`config.mk`:
```
export PLATFORM = sky130hd
export DESIGN_NAME = sub_16bit_serial
export DESIGN_NICKNAME = d
export VERILOG_FILES = /design/src/rtl/sub_16bit_serial.sv
export SDC_FILE = /design/constraint.sdc
export NUM_CORES = 1
export LEC_CHECK = 0
export ABC_CLOCK_PERIOD_IN_PS = 2800
export CAP_MARGIN = 20
export CORE_UTILIZATION = 38
export DETAILED_ROUTE_END_ITERATION = 6
export PLACE_DENSITY = 0.63
export SLEW_MARGIN = 10
export SYNTH_ARGS = -nofsm -noshare
export SYNTH_HDL_FRONTEND = slang
export SYNTH_SLANG_ARGS = --single-unit
```
`constraint.sdc`:
```
create_clock -name clk -period 2.8 [get_ports clk]
set_input_delay 0.84 -clock clk [delete_from_list [all_inputs] [get_ports clk]]
set_output_delay 0.84 -clock clk [all_outputs]
set_load 0.005 [all_outputs]
```
`src/rtl/sub_16bit_serial.sv`:
```
// Bit-serial 16-bit subtractor: y = a - b - b_in, computed CHUNK bits per cycle, LSB slice first.
// Three-state control (IDLE/CALC/DONE) with a one-cycle o_valid pulse; back-to-back starts from DONE.
module sub_16bit_serial #(
  parameter int CHUNK = 4
) (
  input  logic        clk,
  input  logic        rst_n,
  input  logic        start,
  input  logic [15:0] a,
  input  logic [15:0] b,
  input  logic        b_in,
  output logic [15:0] y,
  output logic        Bo,
  output logic        busy,
  output logic        o_valid
);

  localparam int N     = 16 / CHUNK;
  localparam int CW    = (N > 1) ? $clog2(N) : 1;
  localparam int SHIFT = $clog2(CHUNK);
  localparam logic [CW-1:0] LAST = CW'(N - 1);

  if (!(CHUNK == 1 || CHUNK == 2 || CHUNK == 4 || CHUNK == 8)) begin : g_bad_chunk
    $error("sub_16bit_serial: CHUNK must be 1, 2, 4 or 8");
  end

  typedef enum logic [1:0] {
    IDLE = 2'd0,
    CALC = 2'd1,
    DONE = 2'd2
  } state_t;

  state_t          state_q, state_d;
  logic [15:0]     a_q, b_q;
  logic            borrow_q;
  logic [CW-1:0]   cnt_q;

  logic            load, step, last;
  logic [3:0]      base;
  logic [CHUNK-1:0] a_slice, b_slice;
  logic [CHUNK:0]  diff;

  // NOTE: every sequential block uses non-blocking (<=) so all registers see pre-edge values.
  always_ff @(posedge clk or negedge rst_n) begin
    if (!rst_n) state_q <= IDLE;
    else        state_q <= state_d;
  end

  // NOTE: every signal gets a default at the top of the comb block, so no path can infer a latch.
  always_comb begin
    state_d = state_q;
    load    = 1'b0;
    step    = 1'b0;
    last    = 1'b0;
    busy    = 1'b0;
    o_valid = 1'b0;
    case (state_q)
      IDLE: begin
        if (start) begin
          load    = 1'b1;
          state_d = CALC;
        end
      end
      CALC: begin
        busy = 1'b1;
        step = 1'b1;
        if (cnt_q == LAST) begin
          last    = 1'b1;
          state_d = DONE;
        end
      end
      DONE: begin
        o_valid = 1'b1;
        if (start) begin
          load    = 1'b1;
          state_d = CALC;
        end else begin
          state_d = IDLE;
        end
      end
      default: state_d = IDLE;
    endcase
  end

  // One slice per CALC cycle; the extra top bit of diff is the borrow out of that slice.
  always_comb begin
    base    = 4'(cnt_q) << SHIFT;
    a_slice = a_q[base +: CHUNK];
    b_slice = b_q[base +: CHUNK];
    diff    = {1'b0, a_slice} - {1'b0, b_slice} - {{CHUNK{1'b0}}, borrow_q};
  end

  // NOTE: operand, borrow and counter registers are all reset so an aborted operation leaves no residue.
  always_ff @(posedge clk or negedge rst_n) begin
    if (!rst_n) begin
      a_q      <= '0;
      b_q      <= '0;
      borrow_q <= 1'b0;
      cnt_q    <= '0;
      y        <= '0;
      Bo       <= 1'b0;
    end else if (load) begin
      a_q      <= a;
      b_q      <= b;
      borrow_q <= b_in;
      cnt_q    <= '0;
    end else if (step) begin
      y[base +: CHUNK] <= diff[CHUNK-1:0];
      borrow_q         <= diff[CHUNK];
      if (last) Bo <= diff[CHUNK];
      else      cnt_q <= cnt_q + 1'b1;
    end
  end

endmodule

```
Word-level counts from Yosys, hierarchy flattened
Index checks and enable logic that the tools add are counted.
{ "totals": {"register_bits": 54, "in_bits": 36, "output_inout_bits": 19, "elab_cells": 45} }
{ "classes": {"n_addsub": 4, "n_eq_ne": 6, "shift": 4, "n_mux": 16, "bitwise_logic": 1, "n_reduce_logical": 7} }
{ "ops": {"columns": ["op", "count"], "rows": [
  ["$shiftx A16 B5 Y4", 2],
  ["$bwmux W16", 1],
  ["$shift A4 B6 Y16 const A", 1],
  ["$shiftx A4 B6 Y16", 1],
  ["$mux W2", 5],
  ["$mux W1", 9],
  ["$ne A2 B2 Y1 const B", 3],
  ["$neg A4 Y6", 1],
  ["$pmux W2 S3", 1],
  ["$reduce_and A2 Y1", 3],
  ["$sub A4 B4 Y5", 1],
  ["$sub A5 B1 Y5", 1],
  ["$eq A2 B2 Y1 const B", 2],
  ["$reduce_and A3 Y1", 1],
  ["$add A2 B1 Y2 const B", 1],
  ["$eq A2 B1 Y1 const B", 1],
  ["$logic_not A2 Y1", 1],
  ["$reduce_bool A2 Y1", 1],
  ["$reduce_or A2 Y1", 1],
  ["$not A1 Y1", 1]
]} }

Depth between registers and ports, before layout
{ "depth": {"word_depth": 6, "depth_mapped": 10} }

Worst setup path before layout
OpenSTA, ideal clock, no wires.
{ "synth_timing": {"kind": "register -> register", "start": "register cnt_q[0]", "end": "register y[15]", "arrival_ns": 2.368, "setup_slack_ns": 0.305, "path_stages_with_launch": 9, "synth_period_minus_slack_ns": 2.495, "path_cell_list": "dfrtp_1 > buf_2 > mux4_2 > fa_1 > ha_1 > nand2b_1 > a21oi_2 > xor2_2 > o21ai_0"} }
{ "synth_between": {"elab_chain_len": 5, "elab_cells_between_ends": 8, "cone_classes": "add/sub: 3; shift: 4; mux: 1"} }
{ "synth_rtl": {"columns": ["element", "line", "source"], "rows": [
  ["start, declared", "36", "logic [CW-1:0] cnt_q;"],
  ["start signal, assigned", "111", "else cnt_q <= cnt_q + 1'b1;"],
  ["$shiftx A16 B5 Y4, on equally long branches", "88, 89", null],
  ["$sub A4 B4 Y5", "90", "diff = {1'b0, a_slice} - {1'b0, b_slice} - {{CHUNK{1'b0}}, borrow_q};"],
  ["$sub A5 B1 Y5", "90", null],
  ["$shiftx A4 B6 Y16", "108", "y[base +: CHUNK] <= diff[CHUNK-1:0];"],
  ["$bwmux W16 (*)", "108", null],
  ["end signal, assigned by index", "108", null],
  ["end, declared", "12", "output logic [15:0] y,"]
]} }
Every way passes the cells marked *; elsewhere a longest branch is shown, timed or not.
A chain may end at the register's enable or synchronous reset.

Worst setup path after layout
{ "layout_timing": {"start": "register cnt_q[0]", "end": "register borrow_q"} }
{ "layout_between": {"elab_chain_len": 5, "elab_cells_between_ends": 6, "cone_classes": "add/sub: 2; shift: 2; mux: 2"} }
{ "layout_rtl": {"columns": ["element", "line", "source"], "rows": [
  ["$shiftx A16 B5 Y4, on equally long branches", "88, 89", null],
  ["$sub A4 B4 Y5 (*)", "90", null],
  ["$sub A5 B1 Y5 (*)", "90", null],
  ["$mux W1 (*)", "107", "end else if (step) begin"],
  ["$mux W1 (*)", "102", "end else if (load) begin"],
  ["end signal, assigned", "105", "borrow_q <= b_in;"],
  ["end signal, assigned", "109", "borrow_q <= diff[CHUNK];"],
  ["end, declared", "35", "logic borrow_q;"]
]} }
Every way passes the cells marked *; elsewhere a longest branch is shown, timed or not. The select of a mux whose other input is x is not followed.

==> run_results.csv <==
group,metric,value,unit
yosys,ys_warn_count,0,
sta,setup_tns,0,ns
critical_path,reg2reg_setup_slack,0.27,ns
critical_path,path_class,"flop to flop",
sta,finalCritPeriodShare,0.905,
cells_and_area,fin_nets,303,
yosys,ys_seq_area_frac,0.541,
clock_tree,numClockSinks,54,
clock_tree,clk_path_buf_depth,2,
route,wl_per_cell,14.3,µm
clock_tree,cts_buffers,5,
floorplanning,core_region_area,6350,µm²
cells_and_area,area_delta_synth_final,30.4,%
critical_path,required,2.98,ns
clock_tree,tritoncts,"built",
sta,min_period,2.53,ns
floorplanning,die_w,83.1,µm
cells_and_area,final_cell_mix,"54 x dfrtp_1, 53 x clkdlybuf4s50_1, 32 x mux2_2, 24 x nand2_1, 17 x o21ai_0",
power,ir_drop,0.582,mV
route,firstDrtPassIters,6,
global_route,grt_pass1_vias,1642,
placed_design,numPortBuffers,54,
route,vias_per_cell,4.86,
floorplanning,io-pin-count,55,
floorplanning,die-height,83.1,µm
clock_tree,h-tree-depth,2,
sta,setup_viol,0,
global_route,antenna_found_initial,0,
yosys,synthCells,194,
cells_and_area,drive_above_1_share,0.223,
yosys,syn-num-nets,242,
placed_design,pre_cts_ws,0.269,ns
critical_path,r2r_start,"cnt_q[0]",
critical_path,worst-path-max-fanout,11,
global_route,grt_pass1_wl,8260,µm
floorplanning,initial_core_util,0.393,
clock_tree,insertion_delay,0.31,ns
power,power_density,1190,nW/µm²
clock_tree,cts_hold_buf,0,
critical_path,end_kind,"flop",
route,num_vias,1620,
route,drt_wl_total,4770,µm
sta,slew_headroom,0.516,
min_path,hp-class,"flop to flop",
route,ant_nets,0,
sta,hold_violations,0,
critical_path,r2r_cells,7,
sta,rsz0062_at_grt,"no",
run_status,status,"finished clean",
sta,worst_pin_slew,0.726,ns
clock_tree,cts.repair.resized,0,
cells_and_area,fill_cells,559,
critical_path,crit_start,"cnt_q[0]",
min_path,hp-start,"Bo",
critical_path,cp-start-kind,"flop",
placed_design,gp_congestion,0.775,
yosys,syn_area,2500,µm²
min_path,whs_path_depth,2,
floorplanning,die-area,6900,µm²
yosys,ys_seq_elements,54,
yosys,synth_cell_type_count,23,
route,drc_errors,0,
placed_design,dp_hpwl,3610,µm
floorplanning,num_rows,29,
power,p_leak,1.41,nW
cells_and_area,final_common_cell,"dfrtp_1",
cells_and_area,antenna_cells,0,
clock_tree,clkTransAtPathRegs,0.10,ns
yosys,syn_avg_cell_area,12.9,µm²
route,drt_iter0_markers,73,
sta,fmax,0.395,GHz
clock_tree,root_buffer,"clkbuf_8",
critical_path,r2r_end,"borrow_q",
sta,drv_slew,0,
global_route,track_usage,0.154,
critical_path,cp.arrival,2.72,ns
min_path,hold_end,"Bo",
clock_tree,post_cts_buffers,0,
sta,clock_skew,0.0106,ns
global_route,grt_max_degree,34,
global_route,gr-total-overflow,0,
job,maxCapViolations,0,
sta,final.setup.worst_slack,0.266,ns
[metal layers]
metal  up-vias  global-route usage  share of wire
li1        791                   -              -
met1       782               0.216           0.50
met2        41               0.235           0.45
met3         6              0.0378          0.035
met4         0              0.0470          0.013
met5         -                   0              0
[final cells by class]
cell class | count | area, µm² | area share
clock inverter | 1 | 8.76 | 0.00269
sequential | 54 | 1350 | 0.415
timing repair buffer | 60 | 581 | 0.178
multi-input combinational | 120 | 1070 | 0.329
clock buffer | 7 | 96.3 | 0.0296
tap | 77 | 96.3 | 0.0296
inverter | 14 | 52.6 | 0.0161
[per-stage QoR]
stage,std cells,hold slack [ns],instance area [µm²],utilization,power (mW)
global route,333,0.513,3260,0.513,4.24
floorplan,194,0.471,2500,-,2.75
detailed placement,325,0.472,3150,0.497,3.47
finish,333,0.488,3260,0.513,3.88
CTS,333,0.494,3260,0.513,3.94
global placement,325,0.463,3150,0.497,3.43
[registers in the layout, indices dropped and copies added, names as in the netlist]
| name | flops |
|---|---|
| a_q | 16 |
| b_q | 16 |
| y | 16 |
| cnt_q | 2 |
| state_q | 2 |
| Bo | 1 |
| borrow_q | 1 |
[power by group]
| part | switching [mW] | total [mW] | internal, mW |
|---|---|---|---|
| Combinational | 1.02 | 2.05 | 1.03 |
| Sequential | 0.223 | 1.35 | 1.13 |
| Clock | 0.250 | 0.477 | 0.227 |
| Total | 1.49 | 3.88 | 2.39 |
[critical path: stages, from the launching register on]
cell,delay (ns)
dfrtp_1,0.55
buf_4,0.27
mux4_1,0.62
fa_1,0.47
nand2_1,0.10
a21oi_1,0.08
xnor2_1,0.20
o21ai_0,0.11
[how the worst max path moves through the flow]
stage                    end  slack (ns)  cells after the start
finish              borrow_q        0.27                      7
global route              Bo        0.08                      7
detailed placement        Bo        0.27                      7
global placement        y[3]        0.31                      7
floorplan              y[15]        0.30                      8
CTS                       Bo        0.23                      7
[logic make-up (layout without fill, tap and decap cells)]
kind of cell    Yosys count  after routing  share of synthesized area
flops                    54             54                      0.541
simple gates             41             41                     0.0761
mux                      40             40                      0.219
compound gates           23             23                     0.0476
buf+inv                  20             82                     0.0330
fa+ha+maj                12             12                     0.0661
xor+xnor                  4              4                     0.0170
[synth_stat cells]
cell type	count	area share
nand2_1	24	0.036
dfrtp_1	54	0.54
xnor2_1	2	0.0070
xor2_1	1	0.0035
mux4_1	2	0.021
xor2_2	1	0.0065
a21oi_2	1	0.0035
or2_2	1	0.0025
o21ai_1	2	0.0040
nand2b_1	2	0.0050
a21oi_1	3	0.0060
buf_2	6	0.012
mux2_2	32	0.14
nand4_1	3	0.0075
nand4b_1	1	0.0035
fa_1	2	0.016
o21ai_0	17	0.034
inv_1	14	0.021
nor2b_1	6	0.015
mux4_2	6	0.054
nor2_1	3	0.0045
ha_1	10	0.050
nor3_1	1	0.0020
Power figures use the tool's default switching activity.
